[config.mk]
export PLATFORM = sky130hd
export DESIGN_NAME = i2c_cmd_sequencer
export DESIGN_NICKNAME = d
export VERILOG_FILES = /design/src/rtl/i2c_cmd_sequencer.sv
export SDC_FILE = /design/constraint.sdc
export NUM_CORES = 1
export LEC_CHECK = 0
export CORE_ASPECT_RATIO = 1.1
export CORE_UTILIZATION = 45
export DETAILED_ROUTE_END_ITERATION = 7
export HOLD_SLACK_MARGIN = 0.08
export PLACE_DENSITY = 0.68
export REMOVE_ABC_BUFFERS = 1
export SYNTH_ARGS = -nofsm -noshare
export SYNTH_HDL_FRONTEND = slang
export SYNTH_SLANG_ARGS = --single-unit
[constraint.sdc]
create_clock -name clk -period 5.2 [get_ports clk]
set_clock_uncertainty 0.05 [all_clocks]
set_input_delay 1.04 -clock clk [delete_from_list [all_inputs] [get_ports clk]]
set_output_delay 1.04 -clock clk [all_outputs]
set_load 0.01 [all_outputs]
[src/rtl/i2c_cmd_sequencer.sv]
// Command front-end for i2c_master: queues register read/write commands, issues them
// one at a time on the master request interface and returns one response per command.
module i2c_cmd_sequencer #(
  parameter int unsigned ADDR_BYTES     = 1,
  parameter int unsigned DATA_BYTES     = 2,
  parameter int unsigned CMD_DEPTH      = 4,
  parameter int unsigned TIMEOUT_CYCLES = 65535
) (
  input  logic                          clk,
  input  logic                          reset,
  input  logic                          cmd_valid,
  output logic                          cmd_ready,
  input  logic                          cmd_rw,
  input  logic [6:0]                    cmd_chip_addr,
  input  logic [8*ADDR_BYTES-1:0]       cmd_reg_addr,
  input  logic [8*DATA_BYTES-1:0]       cmd_data,
  output logic                          rsp_valid,
  input  logic                          rsp_ready,
  output logic                          rsp_rw,
  output logic [8*DATA_BYTES-1:0]       rsp_data,
  output logic [3:0]                    rsp_status,
  output logic                          rsp_timeout,
  output logic [$clog2(CMD_DEPTH):0]    fifo_level,
  output logic                          idle,
  output logic [6:0]                    m_chip_addr,
  output logic [8*ADDR_BYTES-1:0]       m_reg_addr,
  output logic [8*DATA_BYTES-1:0]       m_data_in,
  output logic                          m_write_en,
  output logic                          m_read_en,
  input  logic                          m_busy,
  input  logic [3:0]                    m_status,
  input  logic [8*DATA_BYTES-1:0]       m_data_out
);

  localparam int unsigned AW = 8 * ADDR_BYTES;
  localparam int unsigned DW = 8 * DATA_BYTES;
  localparam int unsigned PW = $clog2(CMD_DEPTH);
  localparam int unsigned LW = PW + 1;
  localparam int unsigned CW = 1 + 7 + AW + DW;
  localparam logic [15:0] TMO_LAST = 16'(TIMEOUT_CYCLES - 1);

  typedef enum logic [2:0] {
    S_IDLE,
    S_ISSUE,
    S_WAIT_START,
    S_WAIT_END,
    S_RESP
  } state_e;

  state_e          state_q, state_d;
  logic [PW-1:0]   wr_ptr_q, wr_ptr_d;
  logic [PW-1:0]   rd_ptr_q, rd_ptr_d;
  logic [LW-1:0]   level_q, level_d;
  logic [CW-1:0]   mem_q [CMD_DEPTH];
  logic [6:0]      m_chip_q, m_chip_d;
  logic [AW-1:0]   m_reg_q, m_reg_d;
  logic [DW-1:0]   m_data_q, m_data_d;
  logic            m_wr_en_q, m_wr_en_d;
  logic            m_rd_en_q, m_rd_en_d;
  logic            cur_rw_q, cur_rw_d;
  logic [15:0]     tmo_q, tmo_d;
  logic            rsp_valid_q, rsp_valid_d;
  logic            rsp_rw_q, rsp_rw_d;
  logic [DW-1:0]   rsp_data_q, rsp_data_d;
  logic [3:0]      rsp_status_q, rsp_status_d;
  logic            rsp_timeout_q, rsp_timeout_d;
  logic            idle_q, idle_d;

  logic            full;
  logic            push;
  logic            pop;
  logic [CW-1:0]   head;
  logic            head_rw;
  logic [6:0]      head_chip;
  logic [AW-1:0]   head_reg;
  logic [DW-1:0]   head_data;

  // cmd_ready comes from the registered level only, so a pop never frees a slot early.
  assign full      = (level_q == LW'(CMD_DEPTH));
  assign cmd_ready = !full;
  assign push      = cmd_valid && !full;

  assign head      = mem_q[rd_ptr_q];
  assign head_rw   = head[CW-1];
  assign head_chip = head[CW-2 -: 7];
  assign head_reg  = head[DW +: AW];
  assign head_data = head[DW-1:0];

  always_comb begin
    state_d       = state_q;
    pop           = 1'b0;
    m_chip_d      = m_chip_q;
    m_reg_d       = m_reg_q;
    m_data_d      = m_data_q;
    m_wr_en_d     = 1'b0;
    m_rd_en_d     = 1'b0;
    cur_rw_d      = cur_rw_q;
    tmo_d         = tmo_q;
    rsp_valid_d   = rsp_valid_q;
    rsp_rw_d      = rsp_rw_q;
    rsp_data_d    = rsp_data_q;
    rsp_status_d  = rsp_status_q;
    rsp_timeout_d = rsp_timeout_q;

    case (state_q)
      S_IDLE: begin
        if ((level_q != '0) && !rsp_valid_q && !m_busy) begin
          pop       = 1'b1;
          m_chip_d  = head_chip;
          m_reg_d   = head_reg;
          m_data_d  = head_data;
          cur_rw_d  = head_rw;
          m_rd_en_d = head_rw;
          m_wr_en_d = !head_rw;
          state_d   = S_ISSUE;
        end
      end
      S_ISSUE: begin
        tmo_d   = '0;
        state_d = S_WAIT_START;
      end
      S_WAIT_START: begin
        if (tmo_q == TMO_LAST) begin
          rsp_valid_d   = 1'b1;
          rsp_rw_d      = cur_rw_q;
          rsp_data_d    = '0;
          rsp_status_d  = m_status;
          rsp_timeout_d = 1'b1;
          state_d       = S_RESP;
        end else begin
          tmo_d = tmo_q + 16'd1;
          if (m_busy) state_d = S_WAIT_END;
        end
      end
      S_WAIT_END: begin
        // A completion seen in the same cycle as the deadline wins over the timeout.
        if (!m_busy) begin
          rsp_valid_d   = 1'b1;
          rsp_rw_d      = cur_rw_q;
          rsp_data_d    = cur_rw_q ? m_data_out : '0;
          rsp_status_d  = m_status;
          rsp_timeout_d = 1'b0;
          state_d       = S_RESP;
        end else if (tmo_q == TMO_LAST) begin
          rsp_valid_d   = 1'b1;
          rsp_rw_d      = cur_rw_q;
          rsp_data_d    = '0;
          rsp_status_d  = m_status;
          rsp_timeout_d = 1'b1;
          state_d       = S_RESP;
        end else begin
          tmo_d = tmo_q + 16'd1;
        end
      end
      S_RESP: begin
        if (rsp_ready) begin
          rsp_valid_d = 1'b0;
          state_d     = S_IDLE;
        end
      end
      default: state_d = S_IDLE;
    endcase
  end

  always_comb begin
    wr_ptr_d = wr_ptr_q + (push ? PW'(1) : '0);
    rd_ptr_d = rd_ptr_q + (pop ? PW'(1) : '0);
    level_d  = level_q;
    case ({push, pop})
      2'b10:   level_d = level_q + LW'(1);
      2'b01:   level_d = level_q - LW'(1);
      default: level_d = level_q;
    endcase
    idle_d = (level_d == '0) && (state_d == S_IDLE) && !rsp_valid_d;
  end

  always_ff @(posedge clk) begin
    if (push) mem_q[wr_ptr_q] <= {cmd_rw, cmd_chip_addr, cmd_reg_addr, cmd_data};
  end

  always_ff @(posedge clk) begin
    if (reset) begin
      state_q       <= S_IDLE;
      wr_ptr_q      <= '0;
      rd_ptr_q      <= '0;
      level_q       <= '0;
      m_chip_q      <= '0;
      m_reg_q       <= '0;
      m_data_q      <= '0;
      m_wr_en_q     <= 1'b0;
      m_rd_en_q     <= 1'b0;
      cur_rw_q      <= 1'b0;
      tmo_q         <= '0;
      rsp_valid_q   <= 1'b0;
      rsp_rw_q      <= 1'b0;
      rsp_data_q    <= '0;
      rsp_status_q  <= '0;
      rsp_timeout_q <= 1'b0;
      idle_q        <= 1'b1;
    end else begin
      state_q       <= state_d;
      wr_ptr_q      <= wr_ptr_d;
      rd_ptr_q      <= rd_ptr_d;
      level_q       <= level_d;
      m_chip_q      <= m_chip_d;
      m_reg_q       <= m_reg_d;
      m_data_q      <= m_data_d;
      m_wr_en_q     <= m_wr_en_d;
      m_rd_en_q     <= m_rd_en_d;
      cur_rw_q      <= cur_rw_d;
      tmo_q         <= tmo_d;
      rsp_valid_q   <= rsp_valid_d;
      rsp_rw_q      <= rsp_rw_d;
      rsp_data_q    <= rsp_data_d;
      rsp_status_q  <= rsp_status_d;
      rsp_timeout_q <= rsp_timeout_d;
      idle_q        <= idle_d;
    end
  end

  assign rsp_valid   = rsp_valid_q;
  assign rsp_rw      = rsp_rw_q;
  assign rsp_data    = rsp_data_q;
  assign rsp_status  = rsp_status_q;
  assign rsp_timeout = rsp_timeout_q;
  assign fifo_level  = level_q;
  assign idle        = idle_q;
  assign m_chip_addr = m_chip_q;
  assign m_reg_addr  = m_reg_q;
  assign m_data_in   = m_data_q;
  assign m_write_en  = m_wr_en_q;
  assign m_read_en   = m_rd_en_q;

endmodule

==> impl_metrics.ini <==
[route]
drt-total-wl_mm = 16.7
first_iter_violations = 299
drc_errors = 0
vias = 4989
viasPerCell = 5.41
first_pass_iters = 4
avgRoutedWirePerCell_microns = 18.1
ant_nets = 0

[yosys]
synth_top_area_share_pct = 46.8
synth_area_leaders = edfxtp_1, dfxtp_1, mux4_2, a21oi_2, nand2_1
synth-compound-area-share_pct = 8.12
yosysTopAreaCell = edfxtp_1
ys_seq_elements = 212
synth_top_family_by_area = simple AND/OR/NAND/NOR gates
yosys.area_share.adder_pct = 1.01
avgSynthCellArea_sq_um = 14.9
yosysSeqAreaShare_pct = 67.2
synth_mux_area_share_pct = 9.99
synthSimpleGateAreaFrac_pct = 10.1
yosysWarnings = 0
netlist_instances = 551
synth-xor-area-share_pct = 0.533
ys_types = 43
syn_area_sq_um = 8220

[clocking]
clockBufferDepth = 3
path_clk_slew_ns = 0.06
ctsHtreeMaxLevel = 1
tritoncts = built
cts_made_buffers = 22
root_buffer = clkbuf_16
cts.sinks = 212
postCtsSetupBuffers = 0
clock_latency_ns = 0.50
ctsHoldBuffers = 0
cts_resized = 0

[critical_path]
crit_arrival_ns = 3.96
end_kind = flop
start_kind = primary input
worstPathMaxFanout = 35
slowest_delay_ns = 0.58
critPathKind = primary input to flop
cp_common_cell = xor2_1
path_depth = 10
crit_start = m_busy
crit_required_ns = 5.51
cp_top_family = buffers and inverters
crit_path_end = idle
r2r-end = idle
reg2regPathDepth = 10
path_buf_inv = 3
r2r-start = state_q[2]
crit_chain = clkdlybuf4s50_1 > or3_2 > clkinv_8 > ha_1 > inv_1 > fa_1 > xor2_1 > xor2_1 > a221oi_1 > a2111oi_0
rrSetupSlack_ns = 1.69
critPathSlowestCell = or3_2

[power]
power_density_nw_per_um2 = 464
netSwitchingPower_mw = 1.28
power_frac_seq_pct = 43.6
swShare_pct = 26.8
p_int_mw = 3.50
p_leak_nw = 3.32
power_frac_comb_pct = 22.4
ir_drop_uv = 281
clkPwrFrac_pct = 34.1
power_mw = 4.78

[layout]
drive_gt1_share_pct = 20.6
fin_nets = 731
post_layout_nonfiller_instances = 922
regArea_sq_um = 5530
final_common_cell = edfxtp_1
mostFrequentLayoutCells = edfxtp_1, clkdlybuf4s50_1, dfxtp_1, nand2_1, mux4_2
area_delta_synth_final_pct = 25.6
multi_input_area_sq_um = 2460
antenna_cells = 0
fill_cells = 1357

[sta]
fin_tns_setup_ns = 0
fmax_mhz = 274
setup_viol = 0
period_needed_ns = 3.65
whs_ns = 0.407
finalCritPeriodShare_pct = 70.3
slew_headroom_pct = 14.1
grt_setup_unrepaired = no
finalMaxSlewViolations = 0
tightestPinTransition_ns = 1.28
finalHoldViolCount = 0

[floorplan]
io-pin-count = 118
die_width_microns = 131
start_util_pct = 46.2
core_area_sq_um = 17800
rows = 51
dieArea_sq_um = 18800
die_h_microns = 144

[placed_design]
port_buffers = 117
gp_congestion = 0.763
dpl.hpwl_mm = 10.3
place_inst = 882

[global_route]
grt_first_pass_wirelength_mm = 26.4
grt_pass1_vias = 5092
antenna_found_initial = 0
overflow = 0
grt_use_total_pct = 18.3
grt_max_degree = 56

[hold_path]
hold_path.class = flop to flop
hold_depth = 2

[status]
status = finished clean

[job]
cap_violations = 0
power by group through the flow:
stage	Clock (mW)	Sequential, mW	Combinational, mW
final	1.63	2.08	1.07
after global routing	1.73	2.11	1.17
after CTS	1.67	2.08	1.09
after detailed placement	0	2.12	1.09
after global placement	0	2.11	1.06
after floorplan	0	2.19	0.584
worst min-delay path, delay by kind of cell, from the launching register on:
family / cells / cell delay [ns]
DFF: 1 / 0.31
and+or+nand+nor: 1 / 0.05
AOI/OAI and AO/OA: 1 / 0.05
synth_stat cells (all sizes together):
| master | instances |
|---|---|
| nand4 | 5 |
| nor4b | 1 |
| a21boi | 1 |
| ha | 5 |
| and3 | 4 |
| edfxtp | 128 |
| or2 | 1 |
| nor2b | 5 |
| o21ai | 8 |
| and4 | 4 |
| a21oi | 50 |
| nand3 | 6 |
| inv | 8 |
| xor2 | 3 |
| mux2i | 10 |
| a211oi | 2 |
| fa | 1 |
| nor3 | 8 |
| nand2b | 3 |
| nor2 | 10 |
| clkbuf | 11 |
| a221oi | 1 |
| a32o | 16 |
| or4 | 9 |
| mux4 | 32 |
| nor3b | 5 |
| or3 | 9 |
| o211ai | 1 |
| nand2 | 86 |
| xnor2 | 2 |
| o31ai | 8 |
| dfxtp | 84 |
| buf | 20 |
| and2 | 2 |
| clkinv | 1 |
| a2111oi | 1 |
layer usage:
| metal | routed length (microns) | GRT usage [%] | up-vias |
|---|---|---|---|
| met5 | 0 | 0 | - |
| met4 | 254 | 5.38 | 0 |
| met3 | 1060 | 3.69 | 23 |
| met2 | 8230 | 31.3 | 185 |
| met1 | 7110 | 23.4 | 2455 |
| li1 | - | - | 2326 |
final cells by class:
type | instances | share of cell area [%]
Clock buffer | 26 | 5.68
Clock inverter | 14 | 1.70
Tap cell | 238 | 2.89
Inverter | 9 | 0.449
Timing Repair Buffer | 124 | 11.8
Sequential cell | 212 | 53.6
Multi-Input combinational cell | 299 | 23.9
worst min path at each step:
stage               slack [ns]           from             to
floorplan                 0.39      tmo_q[15]      tmo_q[15]
global placement          0.40         rsp_rw         rsp_rw
detailed placement        0.40   m_data_in[4]   m_data_in[4]
CTS                       0.41   m_data_in[4]   m_data_in[4]
global route              0.44  m_reg_addr[6]  m_reg_addr[6]
finish                    0.41   m_data_in[4]   m_data_in[4]
flip-flops by register name (all words and copies together) (netlist names), 4 cells and up:
signal       flops
m_data_in       16
mem_q          128
m_chip_addr      7
rsp_status       4
rsp_data        16
m_reg_addr       8
tmo_q           16
logic make-up after synthesis:
logic type	Yosys count
compound gates	88
xor+xnor	5
fa+ha+maj	6
buf+inv	40
flops	212
mux	42
simple gates	158
stage by stage:
step | area [sq um] | worst slack, ns | utilization, %
2_1_floorplan | 8020 | 1.12 | -
3_3_place_gp | 9560 | 1.28 | 53.7
3_5_place_dp | 9560 | 1.00 | 53.7
4_1_cts | 10300 | 1.51 | 57.9
5_1_grt | 10300 | 1.39 | 57.9
6_report | 10300 | 1.55 | 57.9
No activity file was read; power rests on OpenSTA's default activity.
